===== config.mk =====
export PLATFORM = sky130hd
export DESIGN_NAME = led_matrix_scanner_flat
export DESIGN_NICKNAME = d
export VERILOG_FILES = /design/src/rtl/led_matrix_scanner_if.sv /design/src/rtl/led_matrix_scanner.sv /design/src/flat_wrapper.sv
export SDC_FILE = /design/constraint.sdc
export NUM_CORES = 1
export LEC_CHECK = 0
export CAP_MARGIN = 10
export CORE_MARGIN = 2
export CORE_UTILIZATION = 51
export CTS_BUF_LIST = sky130_fd_sc_hd__clkbuf_4 sky130_fd_sc_hd__clkbuf_8 sky130_fd_sc_hd__clkbuf_16
export CTS_CLUSTER_SIZE = 16
export DETAILED_ROUTE_END_ITERATION = 12
export PLACE_DENSITY = 0.89
export SLEW_MARGIN = 10
export SYNTH_ARGS = -nofsm -noshare
export SYNTH_HDL_FRONTEND = slang
export SYNTH_SLANG_ARGS = --single-unit

===== constraint.sdc =====
create_clock -name clk -period 23.9 [get_ports clk]
set_input_delay 5.975 -clock clk [delete_from_list [all_inputs] [get_ports clk]]
set_output_delay 5.975 -clock clk [all_outputs]
set_load 0.1 [all_outputs]

===== src/rtl/led_matrix_scanner_if.sv =====
// Frame-source / panel-driver bundle for the 16x16 bicolour LED matrix scanner.
// The brightness field exists only when BRIGHTNESS_PWM_EN is defined.
interface led_matrix_scanner_if;
   logic [15:0][15:0] Red;
   logic [15:0][15:0] Grn;
   logic              frame_valid;
`ifdef BRIGHTNESS_PWM_EN
   logic [3:0]        brightness;
`endif
   logic              ser_data_r;
   logic              ser_data_g;
   logic              ser_clk;
   logic              ser_latch;
   logic [3:0]        row_sel;
   logic              row_oe_n;
   logic              frame_done;

   // Frame source side: supplies bitmaps, observes the panel signals.
   modport master (
      output Red,
      output Grn,
      output frame_valid,
`ifdef BRIGHTNESS_PWM_EN
      output brightness,
`endif
      input  ser_data_r,
      input  ser_data_g,
      input  ser_clk,
      input  ser_latch,
      input  row_sel,
      input  row_oe_n,
      input  frame_done
   );

   modport slave (
      input  Red,
      input  Grn,
      input  frame_valid,
`ifdef BRIGHTNESS_PWM_EN
      input  brightness,
`endif
      output ser_data_r,
      output ser_data_g,
      output ser_clk,
      output ser_latch,
      output row_sel,
      output row_oe_n,
      output frame_done
   );
endinterface


===== src/rtl/led_matrix_scanner.sv =====
// Double-buffered row scanner for a 16x16 bicolour LED panel with serial column shift registers.
// Optional per-row PWM dimming is enabled by defining BRIGHTNESS_PWM_EN.
module led_matrix_scanner #(
   parameter int unsigned CLK_DIV  = 2,
   parameter int unsigned ROW_HOLD = 64
) (
   input logic                 clk,
   input logic                 reset,
   led_matrix_scanner_if.slave bus
);

   localparam int unsigned DivW   = (CLK_DIV > 1) ? $clog2(CLK_DIV) : 1;
   localparam int unsigned DwellW = $clog2(ROW_HOLD);
   localparam int unsigned Slice  = ROW_HOLD / 16;

   typedef enum logic [1:0] {StLoad, StShift, StLatch, StDisplay} state_e;

   state_e            state_q, state_d;
   logic [15:0][15:0] red_q, grn_q;
   logic [3:0]        row_q, row_d;
   logic [3:0]        bit_q, bit_d;
   logic              phase_q, phase_d;
   logic [DivW-1:0]   div_q, div_d;
   logic [DwellW-1:0] dwell_q, dwell_d;
   logic [3:0]        row_sel_q;
   logic              last_r_q, last_g_q;
   logic              done_q;
   logic              div_end, dwell_end, bit_end;
   logic              cur_r, cur_g;
   logic              oe_on;

   assign div_end   = (div_q == DivW'(CLK_DIV - 1));
   assign dwell_end = (dwell_q == DwellW'(ROW_HOLD - 1));
   assign bit_end   = phase_q && div_end;

   // Column 15 leaves first, so the shadow column index is the inverted bit count.
   assign cur_r = red_q[row_q][~bit_q];
   assign cur_g = grn_q[row_q][~bit_q];

`ifdef BRIGHTNESS_PWM_EN
   logic [3:0] bright_q;

   assign oe_on = (32'(dwell_q) < ((32'(bright_q) + 32'd1) * Slice));
`else
   assign oe_on = 1'b1;
`endif

   always_ff @(posedge clk or posedge reset) begin
      if (reset) begin
         state_q <= StLoad;
      end else begin
         state_q <= state_d;
      end
   end

   always_comb begin
      state_d = state_q;
      unique case (state_q)
         StLoad:    state_d = StShift;
         StShift:   if (bit_end && (bit_q == 4'd15)) state_d = StLatch;
         StLatch:   if (div_end) state_d = StDisplay;
         StDisplay: if (dwell_end) state_d = (row_q == 4'd15) ? StLoad : StShift;
         default:   state_d = StLoad;
      endcase
   end

   always_comb begin
      row_d   = row_q;
      bit_d   = bit_q;
      phase_d = phase_q;
      div_d   = div_q;
      dwell_d = dwell_q;
      unique case (state_q)
         StLoad: begin
            row_d   = 4'd0;
            bit_d   = 4'd0;
            phase_d = 1'b0;
            div_d   = '0;
            dwell_d = '0;
         end
         StShift: begin
            div_d = div_end ? '0 : div_q + 1'b1;
            if (div_end) begin
               phase_d = ~phase_q;
               // The bit counter wraps 15->0 exactly as SHIFT is left.
               if (phase_q) bit_d = bit_q + 4'd1;
            end
         end
         StLatch: begin
            div_d = div_end ? '0 : div_q + 1'b1;
         end
         StDisplay: begin
            dwell_d = dwell_end ? '0 : dwell_q + 1'b1;
            if (dwell_end && (row_q != 4'd15)) row_d = row_q + 4'd1;
         end
         default: ;
      endcase
   end

   always_ff @(posedge clk or posedge reset) begin
      if (reset) begin
         row_q   <= 4'd0;
         bit_q   <= 4'd0;
         phase_q <= 1'b0;
         div_q   <= '0;
         dwell_q <= '0;
      end else begin
         row_q   <= row_d;
         bit_q   <= bit_d;
         phase_q <= phase_d;
         div_q   <= div_d;
         dwell_q <= dwell_d;
      end
   end

   // Shadow frame: the only place the inputs are sampled, so a frame never tears.
   always_ff @(posedge clk or posedge reset) begin
      if (reset) begin
         red_q <= '0;
         grn_q <= '0;
      end else if ((state_q == StLoad) && bus.frame_valid) begin
         red_q <= bus.Red;
         grn_q <= bus.Grn;
      end
   end

`ifdef BRIGHTNESS_PWM_EN
   always_ff @(posedge clk or posedge reset) begin
      if (reset) begin
         bright_q <= 4'hF;
      end else if ((state_q == StLoad) && bus.frame_valid) begin
         bright_q <= bus.brightness;
      end
   end
`endif

   always_ff @(posedge clk or posedge reset) begin
      if (reset) begin
         row_sel_q <= 4'd0;
         last_r_q  <= 1'b0;
         last_g_q  <= 1'b0;
         done_q    <= 1'b0;
      end else begin
         if ((state_q == StShift) && (state_d == StLatch)) row_sel_q <= row_q;
         if (state_q == StShift) begin
            last_r_q <= cur_r;
            last_g_q <= cur_g;
         end
         done_q <= (state_q == StDisplay) && (state_d == StLoad);
      end
   end

   always_comb begin
      bus.ser_data_r = last_r_q;
      bus.ser_data_g = last_g_q;
      bus.ser_clk    = 1'b0;
      bus.ser_latch  = 1'b0;
      bus.row_oe_n   = 1'b1;
      bus.row_sel    = row_sel_q;
      bus.frame_done = done_q;
      unique case (state_q)
         StShift: begin
            bus.ser_data_r = cur_r;
            bus.ser_data_g = cur_g;
            bus.ser_clk    = phase_q;
         end
         StLatch:   bus.ser_latch = 1'b1;
         StDisplay: bus.row_oe_n  = ~oe_on;
         default: ;
      endcase
   end

endmodule


===== src/flat_wrapper.sv =====
// flat-port wrapper written by rule: the top's interface ports become plain ports
module led_matrix_scanner_flat 
#(
   parameter int unsigned CLK_DIV  = 2,
   parameter int unsigned ROW_HOLD = 64
)
  (clk, reset, bus_Red, bus_Grn, bus_frame_valid, bus_ser_data_r, bus_ser_data_g, bus_ser_clk, bus_ser_latch, bus_row_sel, bus_row_oe_n, bus_frame_done);
  led_matrix_scanner_if bus_i ();
  input logic clk;
  input logic reset;
  input wire logic [$bits(bus_i.Red)-1:0] bus_Red;
  input wire logic [$bits(bus_i.Grn)-1:0] bus_Grn;
  input wire logic [$bits(bus_i.frame_valid)-1:0] bus_frame_valid;
  output wire logic [$bits(bus_i.ser_data_r)-1:0] bus_ser_data_r;
  output wire logic [$bits(bus_i.ser_data_g)-1:0] bus_ser_data_g;
  output wire logic [$bits(bus_i.ser_clk)-1:0] bus_ser_clk;
  output wire logic [$bits(bus_i.ser_latch)-1:0] bus_ser_latch;
  output wire logic [$bits(bus_i.row_sel)-1:0] bus_row_sel;
  output wire logic [$bits(bus_i.row_oe_n)-1:0] bus_row_oe_n;
  output wire logic [$bits(bus_i.frame_done)-1:0] bus_frame_done;
  assign bus_i.Red = bus_Red;
  assign bus_i.Grn = bus_Grn;
  assign bus_i.frame_valid = bus_frame_valid;
  assign bus_ser_data_r = bus_i.ser_data_r;
  assign bus_ser_data_g = bus_i.ser_data_g;
  assign bus_ser_clk = bus_i.ser_clk;
  assign bus_ser_latch = bus_i.ser_latch;
  assign bus_row_sel = bus_i.row_sel;
  assign bus_row_oe_n = bus_i.row_oe_n;
  assign bus_frame_done = bus_i.frame_done;
  led_matrix_scanner #(.CLK_DIV(CLK_DIV), .ROW_HOLD(ROW_HOLD)) u_core (.clk(clk), .reset(reset), .bus(bus_i));
endmodule

-- Word-level counts from Yosys, hierarchy flattened
Index checks and enable logic that the tools add are counted.
- memories kept: 0
- memory bits (read-only): 0
- RAM bits: 0
- output and inout port bits: 10
- bits in latches: 0
- logic and storage cells: 105
- bits of input ports: 515
- flip-flop bits (word level): 537
- equality and inequality tests: 11
- div/mod/pow operators: 0
- reduce and logical (&&, ||, !) cells: 15
- bitwise operators: 2
- $mul: 0
- $lt $le $gt $ge: 2
- multiplexer cells: 29
- shift operators: 0
- add/subtract/negate cells: 4
- operators by type and width (cell ; number):
    binary-select mux 16 bit (select 4 bit) ; 2
    two-way mux 16 bit ; 2
    case mux 4 bit (2 select lines) ; 2
    two-way mux 4 bit ; 3
    case mux 6 bit (2 select lines) ; 1
    less-than comparator 4 x 5 -> 1 bit (second input constant) ; 2
    two-way mux 1 bit ; 10
    adder 4 x 1 -> 4 bit (second input constant) ; 2
    binary-select mux 1 bit (select 4 bit) ; 2
    == test 4 bit (second input constant) ; 2
    case mux 2 bit (4 select lines) ; 1
    adder 6 x 1 -> 6 bit (second input constant) ; 1
    == test 2 bit (second input constant) ; 3
    == test 6 bit (second input constant) ; 1
    logical AND 1 bit ; 6
    two-way mux 2 bit ; 3
    two-way mux 6 bit ; 1
    != test 2 x 1 -> 1 bit (second input constant) ; 3
    nonzero test 2 bit ; 3
    zero test 2 bit ; 2
    != test 4 bit (second input constant) ; 1
    NOT 4 bit ; 1
    case mux 1 bit (2 select lines) ; 2
    AND reduction 2 bit ; 2
    5 further kinds ; 5

-- Longest topological paths before layout
Gate-level depths: netlist of run 1.
- depth in word-level cells: 6
- mapped depth: 12
- mapped depth without buffers: 8

-- Worst setup path after synthesis of run 1
Ideal clock, no wire load.
- path kind: flip-flop to output port
- start: register u_core.row_q[0]
- end: output port bus_ser_data_g
- stages on the path, launching flop included: 12
- arrival: 2604 ps
- data required time: 17925 ps
- buffers on the path: 4
- slack: 15321 ps
- path through: dfrtp_1 buf_6 buf_6 buf_8 buf_6 mux2i_1 o22ai_1 o22ai_1 nor4_1 nor3_1 nor4_1 a211o_1
- cells in the longest elaborated chain, start to end: 5
- RTL lines (what ; line ; text):
    start: declaration ; led_matrix_scanner.sv:20 ; logic [3:0] row_q, row_d;
    start signal: assignment ; led_matrix_scanner.sv:108 ; row_q <= row_d;
    binary-select mux 16 bit (select 4 bit) ; led_matrix_scanner.sv:38 ; assign cur_g = grn_q[row_q][~bit_q];
    two-way mux 16 bit (implied by the code) ; led_matrix_scanner.sv:38 ;
    binary-select mux 1 bit (select 4 bit) ; led_matrix_scanner.sv:38 ;
    two-way mux 1 bit (implied by the code) ; led_matrix_scanner.sv:38 ;
    two-way mux 1 bit ; led_matrix_scanner.sv:161 ; unique case (state_q)
    end: declaration ; flat_wrapper.sv:15 ; output wire logic [$bits(bus_i.ser_data_g)-1:0] bus_ser_data_g;
Every way passes these cells. The select of a mux whose other input is x is not followed.

-- Worst setup path after layout of run 1
- start: register u_core.row_q[1]
- end: output port bus_ser_data_g
The elaborated chain is that of the path after synthesis.

==> results of run 1 <==
==> layout make-up <==
type,count,share of cell area
Antenna cell,26,0.00203
Clock buffer,82,0.0529
Clock inverter,19,0.00621
Inverter,13,0.00176
Multi-Input combinational cell,964,0.325
Sequential cell,537,0.420
Tap cell,615,0.0240
Timing Repair Buffer,542,0.168
==> layout by cell type (no fill, tap or decap), types with 3 or more instances in the layout <==
master	instances
nand2_1	32
clkbuf_16	57
nor2_1	11
diode_2	26
nand3_1	11
and3_1	3
mux2_2	520
o21ai_0	22
a21o_1	3
dfrtp_1	534
o22ai_1	27
mux2i_1	103
inv_1	11
clkinv_2	14
clkbuf_8	13
ha_1	8
a211oi_1	10
bufinv_16	4
o221ai_1	42
clkdlybuf4s50_1	524
nor3_1	19
a21oi_1	32
buf_4	16
nor4_1	10
mux4_1	9
mux4_2	74
clkbuf_4	12
==> logic make-up (layout without fill, tap and decap cells) <==
group                      count (synthesis)  after routing
muxes                                    706            706
DFF                                      537            537
AOI/OAI and AO/OA                        150            150
buffers and inverters                    128            656
and+or+nand+nor                           98             98
adders and majority gates                  8              8
xor gates and xnor gates                   2              2
other                                      0             26
==> power by group through the flow <==
stage          Combinational (mW)  Clock (mW)  Sequential [mW]
2_1_floorplan              0.0702           0            0.985
3_3_place_gp                0.177           0            0.990
3_5_place_dp                0.182           0            0.993
4_1_cts                     0.184       0.904            0.977
5_1_grt                     0.195       0.940            0.981
6_report                    0.182       0.891            0.978
==> synth_stat cells, drive strengths merged (3+ instances only) <==
cell	number
nor2	11
dfrtp	537
nor3	19
nand2	34
o21ai	22
a211oi	10
mux2i	103
buf	31
o22ai	27
mux2	520
clkbuf	84
nand2b	3
mux4	83
a21oi	32
nor4	10
inv	12
a21o	3
ha	8
o221ai	42
and3	3
nand3	11
==> state kept, by name, indices dropped and copies added (netlist names) <==
name,flops
u_core.state_q,2
u_core.phase_q,1
u_core.div_end,1
u_core.bus.row_sel,4
u_core.bit_q,4
u_core.bus.frame_done,1
u_core.last_g_q,1
u_core.red_q,256
u_core.grn_q,256
u_core.row_q,4
u_core.dwell_q,6
u_core.last_r_q,1
==> worst paths after layout <==
check	from	end	slack, ns	cells past startpoint
hold / removal	u_core.grn_q[24]	u_core.grn_q[24]	0.50	1
setup reg to reg	u_core.state_q[1]	u_core.grn_q[17]	19.03	7
setup / recovery	u_core.row_q[1]	bus_ser_data_g	11.97	9
min in group asynchronous	reset	u_core.grn_q[43]	5.91	2
max in group asynchronous	reset	u_core.row_q[0]	14.83	5
hold reg to reg	u_core.grn_q[24]	u_core.grn_q[24]	0.50	1
==> layer usage <==
layer / vias to the layer above / GRT usage / wire [µm]
met4: 8 / 0.135 / 2940
met5: - / 0 / 50
met1: 8557 / 0.379 / 29700
li1: 7113 / - / -
met2: 635 / 0.473 / 35200
met3: 168 / 0.0748 / 5380
==> worst max-delay path, delay by kind of cell (launching register included) <==
kind | cells | cell delay (ns)
AOI/OAI and AO/OA | 3 | 0.77
buffers and inverters | 2 | 1.89
DFF | 1 | 0.87
and+or+nand+nor | 4 | 1.68
==> per-stage QoR <==
step / power [mW] / util
4_1_cts: 2.06 / 0.672
3_3_place_gp: 1.17 / 0.632
6_report: 2.05 / 0.674
3_5_place_dp: 1.18 / 0.632
5_1_grt: 2.12 / 0.674
2_1_floorplan: 1.05 / -
==> metrics.json, run 1 <==
{
  "yosys": {
    "yosysTopAreaCellShare": 0.550,
    "synthDominantAreaCellType": "dfrtp_1",
    "ys_warnings": 0,
    "synth_nets": 2152,
    "combined_area_of_all_synthesized_cells_um2": 24400,
    "main_combinational_cell_family_by_area_after_synthesis": "multiplexers",
    "synth_cell_type_count": 43,
    "synth_edf_count": 0,
    "synth_sequential_area_ratio": 0.550,
    "yosys.area_share.adder": 0.00410,
    "syn_inst": 1629,
    "flip_flop_cell_with_the_highest_count_after_synthesis": "dfrtp_1",
    "syn_area_per_cell_um2": 15.0,
    "simple_gate_share_of_the_synthesized_area": 0.0190,
    "synth_area_in_compound_gates": 0.0416,
    "ys_async_sr_fraction": 1.00,
    "cell_types_with_the_largest_area_share_after_synthesis": "dfrtp_1 55%, mux2_2 24%, mux4_2 6.8%",
    "ys_seq_elements": 537,
    "yosys-mux-area-fraction": 0.360,
    "synth-xor-area-share": 0.000717
  },
  "final_layout": {
    "area.growth.synth_to_final_pct": 31.0,
    "number_of_nets_in_the_layout": 2636,
    "seq_area_um2": 13400,
    "final_cell_area_um2": 32000,
    "multiInputGateArea_um2": 10400,
    "layout-drive-gt1-share": 0.334,
    "fillers": 3237,
    "finish.cell_count_without_fillers": 2798
  },
  "clocking": {
    "clock_latency_ns": 0.60,
    "cts_inserted_buffers": 55,
    "post_cts_buffers": 0,
    "hold_buffers": 0,
    "clock_path_buffers": 3,
    "tritoncts": "built",
    "cts_h_tree_depth": 2,
    "cts_root_buffer": "clkbuf_16",
    "clk_pin_slew_worst_paths_ns": 0.06,
    "numClockSinks": 537,
    "post_cts_resized": 0
  },
  "placed_design": {
    "place.detailed.hpwl_um": 53800,
    "gp_congestion": 0.920,
    "place.detailed.instances": 2671,
    "pre_cts_slack_ns": 12.60,
    "port-buffer-count": 524,
    "postPlaceCellArea_um2": 30100
  },
  "drt": {
    "wl_per_cell_um": 26.2,
    "drt-pass1-iter-count": 5,
    "post_drt_via_cell_ratio": 5.89,
    "detail_route.iter0.violations": 1148,
    "postRouteWirelength_um": 73300,
    "drtAntennaViolNets": 0,
    "vias": 16500,
    "dr_drc_count": 0
  },
  "run": {
    "max_cap_violations": 0
  },
  "global_route": {
    "grt_max_degree": 218,
    "gr-usage-all-layers": 0.294,
    "grt_first_pass_wirelength_um": 109000,
    "antenna_found_initial": 31,
    "grt_pass1_vias": 17800,
    "grt-ovfl-total": 0
  },
  "sta": {
    "setup_viol_count_final": 0,
    "finalClockSkew_ns": 0.0182,
    "timing.final.crit_period_ns": 11.93,
    "max_slew_vio_count": 0,
    "setup_tns_ns": 0,
    "timing_hold_violations_final": 0,
    "worst_pin_slew_ns": 1.46,
    "fin_worst_hold_slack_ns": 0.498,
    "rsz0062_at_grt": "no",
    "final_critical_path_setup_slack_ns": 11.97,
    "max_freq_mhz": 83.9,
    "timing.final.crit_share": 0.499,
    "worst_slew_margin_rel": 0.0297
  },
  "floorplanning": {
    "core_area_um2": 47500,
    "die_height_um": 223,
    "number_of_placed_i_o_pins": 525,
    "dieArea_um2": 49700,
    "floorplan.initialDensity": 0.514,
    "std_cell_rows": 80,
    "dieWidth_um": 223
  },
  "critical_path": {
    "crit_path_start_kind": "flop",
    "setup.worst_path.end_class": "output port",
    "setup.worst_path.class": "reg -> out",
    "cp_max_fo": 47,
    "cpPeakStageDelay_ns": 1.20,
    "timing.critical_path.required_ns": 17.93,
    "slowest_stage": "clkdlybuf4s50_1",
    "crit_path_frequent_cell": "nor4_1",
    "worstPathCellList": "buf_4 -> nand2_2 -> o221ai_1 -> a21oi_1 -> nor4_1 -> nor4_1 -> nor4_1 -> a211o_1 -> clkdlybuf4s50_1",
    "critical_path_arrival_ns": 5.95
  },
  "power_and_ir_drop": {
    "sw_frac_of_total": 0.218,
    "power.switching_uw": 446,
    "power_density_nw_per_um2": 64.0,
    "power.ir.vdd_worst_mv": 0.0524,
    "power.share.combinational": 0.089,
    "seq_power_share": 0.477,
    "power.internal_mw": 1.60,
    "reported_leakage_power_nw": 13.9,
    "fraction_of_power_consumed_by_the_clock_network": 0.435
  },
  "min_path": {
    "hold_path_class": "reg -> reg"
  },
  "outcome": {
    "outcome": "completed"
  }
}
No activity file was read; power rests on OpenSTA's default activity.
==> run 2, diff against run 1 <==
Settings changed: CORE_UTILIZATION 51 to 46, PLACE_DENSITY 0.89 to 0.85.
Clock period 23.9 ns to 10.36 ns, I/O delays scaled along.
==> run 2 against run 1 <==
  * Total power increased by 140%
  * Hold slack got worse by 0.0040 ns
  * Non-clock buffer count increased by 4
  * Wire length increased by 0.12%
==> metrics.json, run 2 (same netlist as run 1, synthesis figures left out) <==
{
  "outcome": {
    "outcome": "completed"
  },
  "drt": {
    "uppermost_layer_routed": "met5",
    "wl_per_cell": {"value": 25.5, "unit": "µm", "change": "-2.6%"},
    "route.met3.wl": {"value": 5420, "unit": "µm", "change": "+0.87%"},
    "dr_drc_count": {"value": 0, "change": "unchanged"},
    "vias": {"value": 16400, "change": "-0.78%"},
    "drt-pass1-iter-count": {"value": 7, "change": "+2"},
    "postRouteWirelength": {"value": 73400, "unit": "µm", "change": "+0.12%"},
    "route.met2.wl": {"value": 35200, "unit": "µm", "change": "about the same"},
    "detail_route.iter0.violations": {"value": 1081, "change": "-5.8%"},
    "drt-met1-wl": {"value": 29900, "unit": "µm", "change": "+0.56%"},
    "drtAntennaViolNets": {"value": 0, "change": "unchanged"},
    "post_drt_via_cell_ratio": {"value": 5.68, "change": "-3.5%"}
  },
  "placed_design": {
    "pre_cts_slack": {"value": 3.26, "unit": "ns", "change": "-9.34 ns"},
    "place.detailed.hpwl": {"value": 53900, "unit": "µm", "change": "about the same"},
    "gp_congestion": {"value": 0.886, "change": "-3.7%"},
    "place.detailed.instances": {"value": 2747, "change": "+2.8%"},
    "port-buffer-count": {"value": 524, "change": "unchanged"},
    "postPlaceCellArea": {"value": 30200, "unit": "µm²", "change": "+0.49%"}
  },
  "sta": {
    "worst_slew_margin_rel": {"value": 0.261, "change": "+0.231"},
    "max_freq_mhz": 129,
    "setup_viol_count_final": {"value": 0, "change": "unchanged"},
    "timing_hold_violations_final": {"value": 0, "change": "unchanged"},
    "rsz0062_at_grt": "no",
    "final_critical_path_setup_slack": {"value": 2.59, "unit": "ns", "change": "-9.39 ns"},
    "max_slew_vio_count": {"value": 0, "change": "unchanged"},
    "finalClockSkew": {"value": 0.0280, "unit": "ns", "change": "+0.00985 ns"},
    "worst_pin_slew": {"value": 1.11, "unit": "ns", "change": "-0.350 ns"},
    "setup_tns": {"value": 0, "unit": "ns", "change": "unchanged"},
    "fin_worst_hold_slack": {"value": 0.494, "unit": "ns", "change": "-0.00396 ns"},
    "timing.final.crit_period_ns": 7.77,
    "timing.final.crit_share": 0.750
  },
  "clocking": {
    "hold_buffers": {"value": 0, "change": "unchanged"},
    "cts_root_buffer": "clkbuf_16",
    "cts_inserted_buffers": {"value": 56, "change": "+1.8%"},
    "cts_h_tree_depth": {"value": 2, "change": "unchanged"},
    "numClockSinks": {"value": 537, "change": "unchanged"},
    "tritoncts": "built",
    "post_cts_buffers": {"value": 0, "change": "unchanged"},
    "clock_latency": {"value": 0.62, "unit": "ns", "change": "+0.02 ns"},
    "clock_path_buffers": {"value": 3, "change": "unchanged"},
    "clk_pin_slew_worst_paths": {"value": 0.06, "unit": "ns", "change": "about the same"},
    "post_cts_resized": {"value": 0, "change": "unchanged"}
  },
  "floorplanning": {
    "floorplan.initialDensity": {"value": 0.465, "change": "-0.0490"},
    "std_cell_rows": {"value": 84, "change": "+5.0%"},
    "die_height": {"value": 235, "unit": "µm", "change": "+5.2%"},
    "dieWidth": {"value": 235, "unit": "µm", "change": "+5.2%"},
    "core_area": {"value": 52600, "unit": "µm²", "change": "+11%"},
    "number_of_placed_i_o_pins": {"value": 525, "change": "unchanged"},
    "dieArea": {"value": 55000, "unit": "µm²", "change": "+11%"}
  },
  "critical_path": {
    "crit_path_start_kind": "flop",
    "setup.reg_to_reg.worst_slack": {"value": 6.71, "unit": "ns", "change": "-12.32 ns"},
    "setup.worst_path.class": "reg -> out",
    "cp_max_fo": {"value": 54, "change": "+15%"},
    "timing.critical_path.required": {"value": 7.77, "unit": "ns", "change": "-10.16 ns"},
    "setup.worst_path.end_class": "output port",
    "critical_path_arrival": {"value": 5.18, "unit": "ns", "change": "-0.77 ns"}
  },
  "min_path": {
    "hold_path_class": "reg -> reg"
  },
  "final_layout": {
    "biggestRegsByFlops": "u_core.grn_q: 256 flops, u_core.red_q: 256 flops, u_core.dwell_q: 6 flops",
    "area.growth.synth_to_final_pct": 32.2,
    "layout.cells.most_common_list": "534 x dfrtp_1, 524 x clkdlybuf4s50_1, 520 x mux2_2",
    "layout-drive-gt1-share": {"value": 0.336, "change": "+0.00185"},
    "mostFrequentLayoutCell": "dfrtp_1",
    "final_core_util": {"value": 0.615, "change": "-0.0588"},
    "final_cell_area": {"value": 32300, "unit": "µm²", "change": "+0.88%"},
    "number_of_nets_in_the_layout": {"value": 2641, "change": "+0.19%"},
    "finish.cell_count_without_fillers": {"value": 2877, "change": "+2.8%"}
  },
  "global_route": {
    "grt_max_degree": {"value": 163, "change": "-25%"},
    "grt_pass1_vias": {"value": 17500, "change": "-1.7%"},
    "grt_first_pass_wirelength": {"value": 108000, "unit": "µm", "change": "-1.2%"},
    "antenna_found_initial": {"value": 29, "change": "-6.5%"},
    "gr-usage-all-layers": {"value": 0.265, "change": "-0.0290"},
    "grt-ovfl-total": {"value": 0, "change": "unchanged"}
  },
  "power_and_ir_drop": {
    "reported_leakage_power": {"value": 13.9, "unit": "nW", "change": "+0.51%"},
    "power.total": {"value": 4.84, "unit": "mW", "change": "+140%"},
    "power_density": {"value": 150, "unit": "nW/µm²", "change": "+130%"},
    "power.ir.vdd_worst": {"value": 0.136, "unit": "mV", "change": "+160%"}
  },
  "run": {
    "max_cap_violations": {"value": 0, "change": "unchanged"}
  }
}
run 2: report_power, final:
| part | internal (mW) | switching (mW) | leakage, nW |
|---|---|---|---|
| combinational | 0.276 | 0.135 | 6.00 |
| sequential | 2.20 | 0.0581 | 6.93 |
| clock | 1.32 | 0.847 | 1.01 |
run 2: layout make-up:
type                    instances  area [µm²]
clock inverters                26         375
flip-flops and latches        537       13400
fillers                      3902       20200
well taps                     688         861
multi-input cells             964       10400
inverters                      13        52.6
repair buffers                546        5480
clock buffers                  77        1630
diodes                         26        65.1
run 2: per-layer routing:
metal / GRT usage / up-vias
li1: - / 7135
met1: 0.345 / 8434
met2: 0.423 / 601
met3: 0.0699 / 166
met4: 0.110 / 16
met5: 0 / -
run 2: worst max-delay path, cell delays in order (launching register included):
cell and delay [ns]:
dfrtp_4 0.79, buf_4 0.76, mux4_2 0.36, mux2i_1 0.07, mux2_2 0.28, o22ai_1 0.26
nor4_1 0.09, nor4_1 0.49, a211o_1 0.19, clkdlybuf4s50_1 1.22
run 2: final timing paths:
check | startpoint | endpoint | cells past startpoint
worst max-delay path | u_core.row_q[1] | bus_ser_data_g | 9
worst min-delay path | u_core.last_r_q | u_core.last_r_q | 1
worst max register to register | u_core.state_q[1] | u_core.grn_q[149] | 6
worst min register to register | u_core.last_r_q | u_core.last_r_q | 1
max in group asynchronous | reset | u_core.red_q[247] | 4
min in group asynchronous | reset | u_core.grn_q[101] | 3
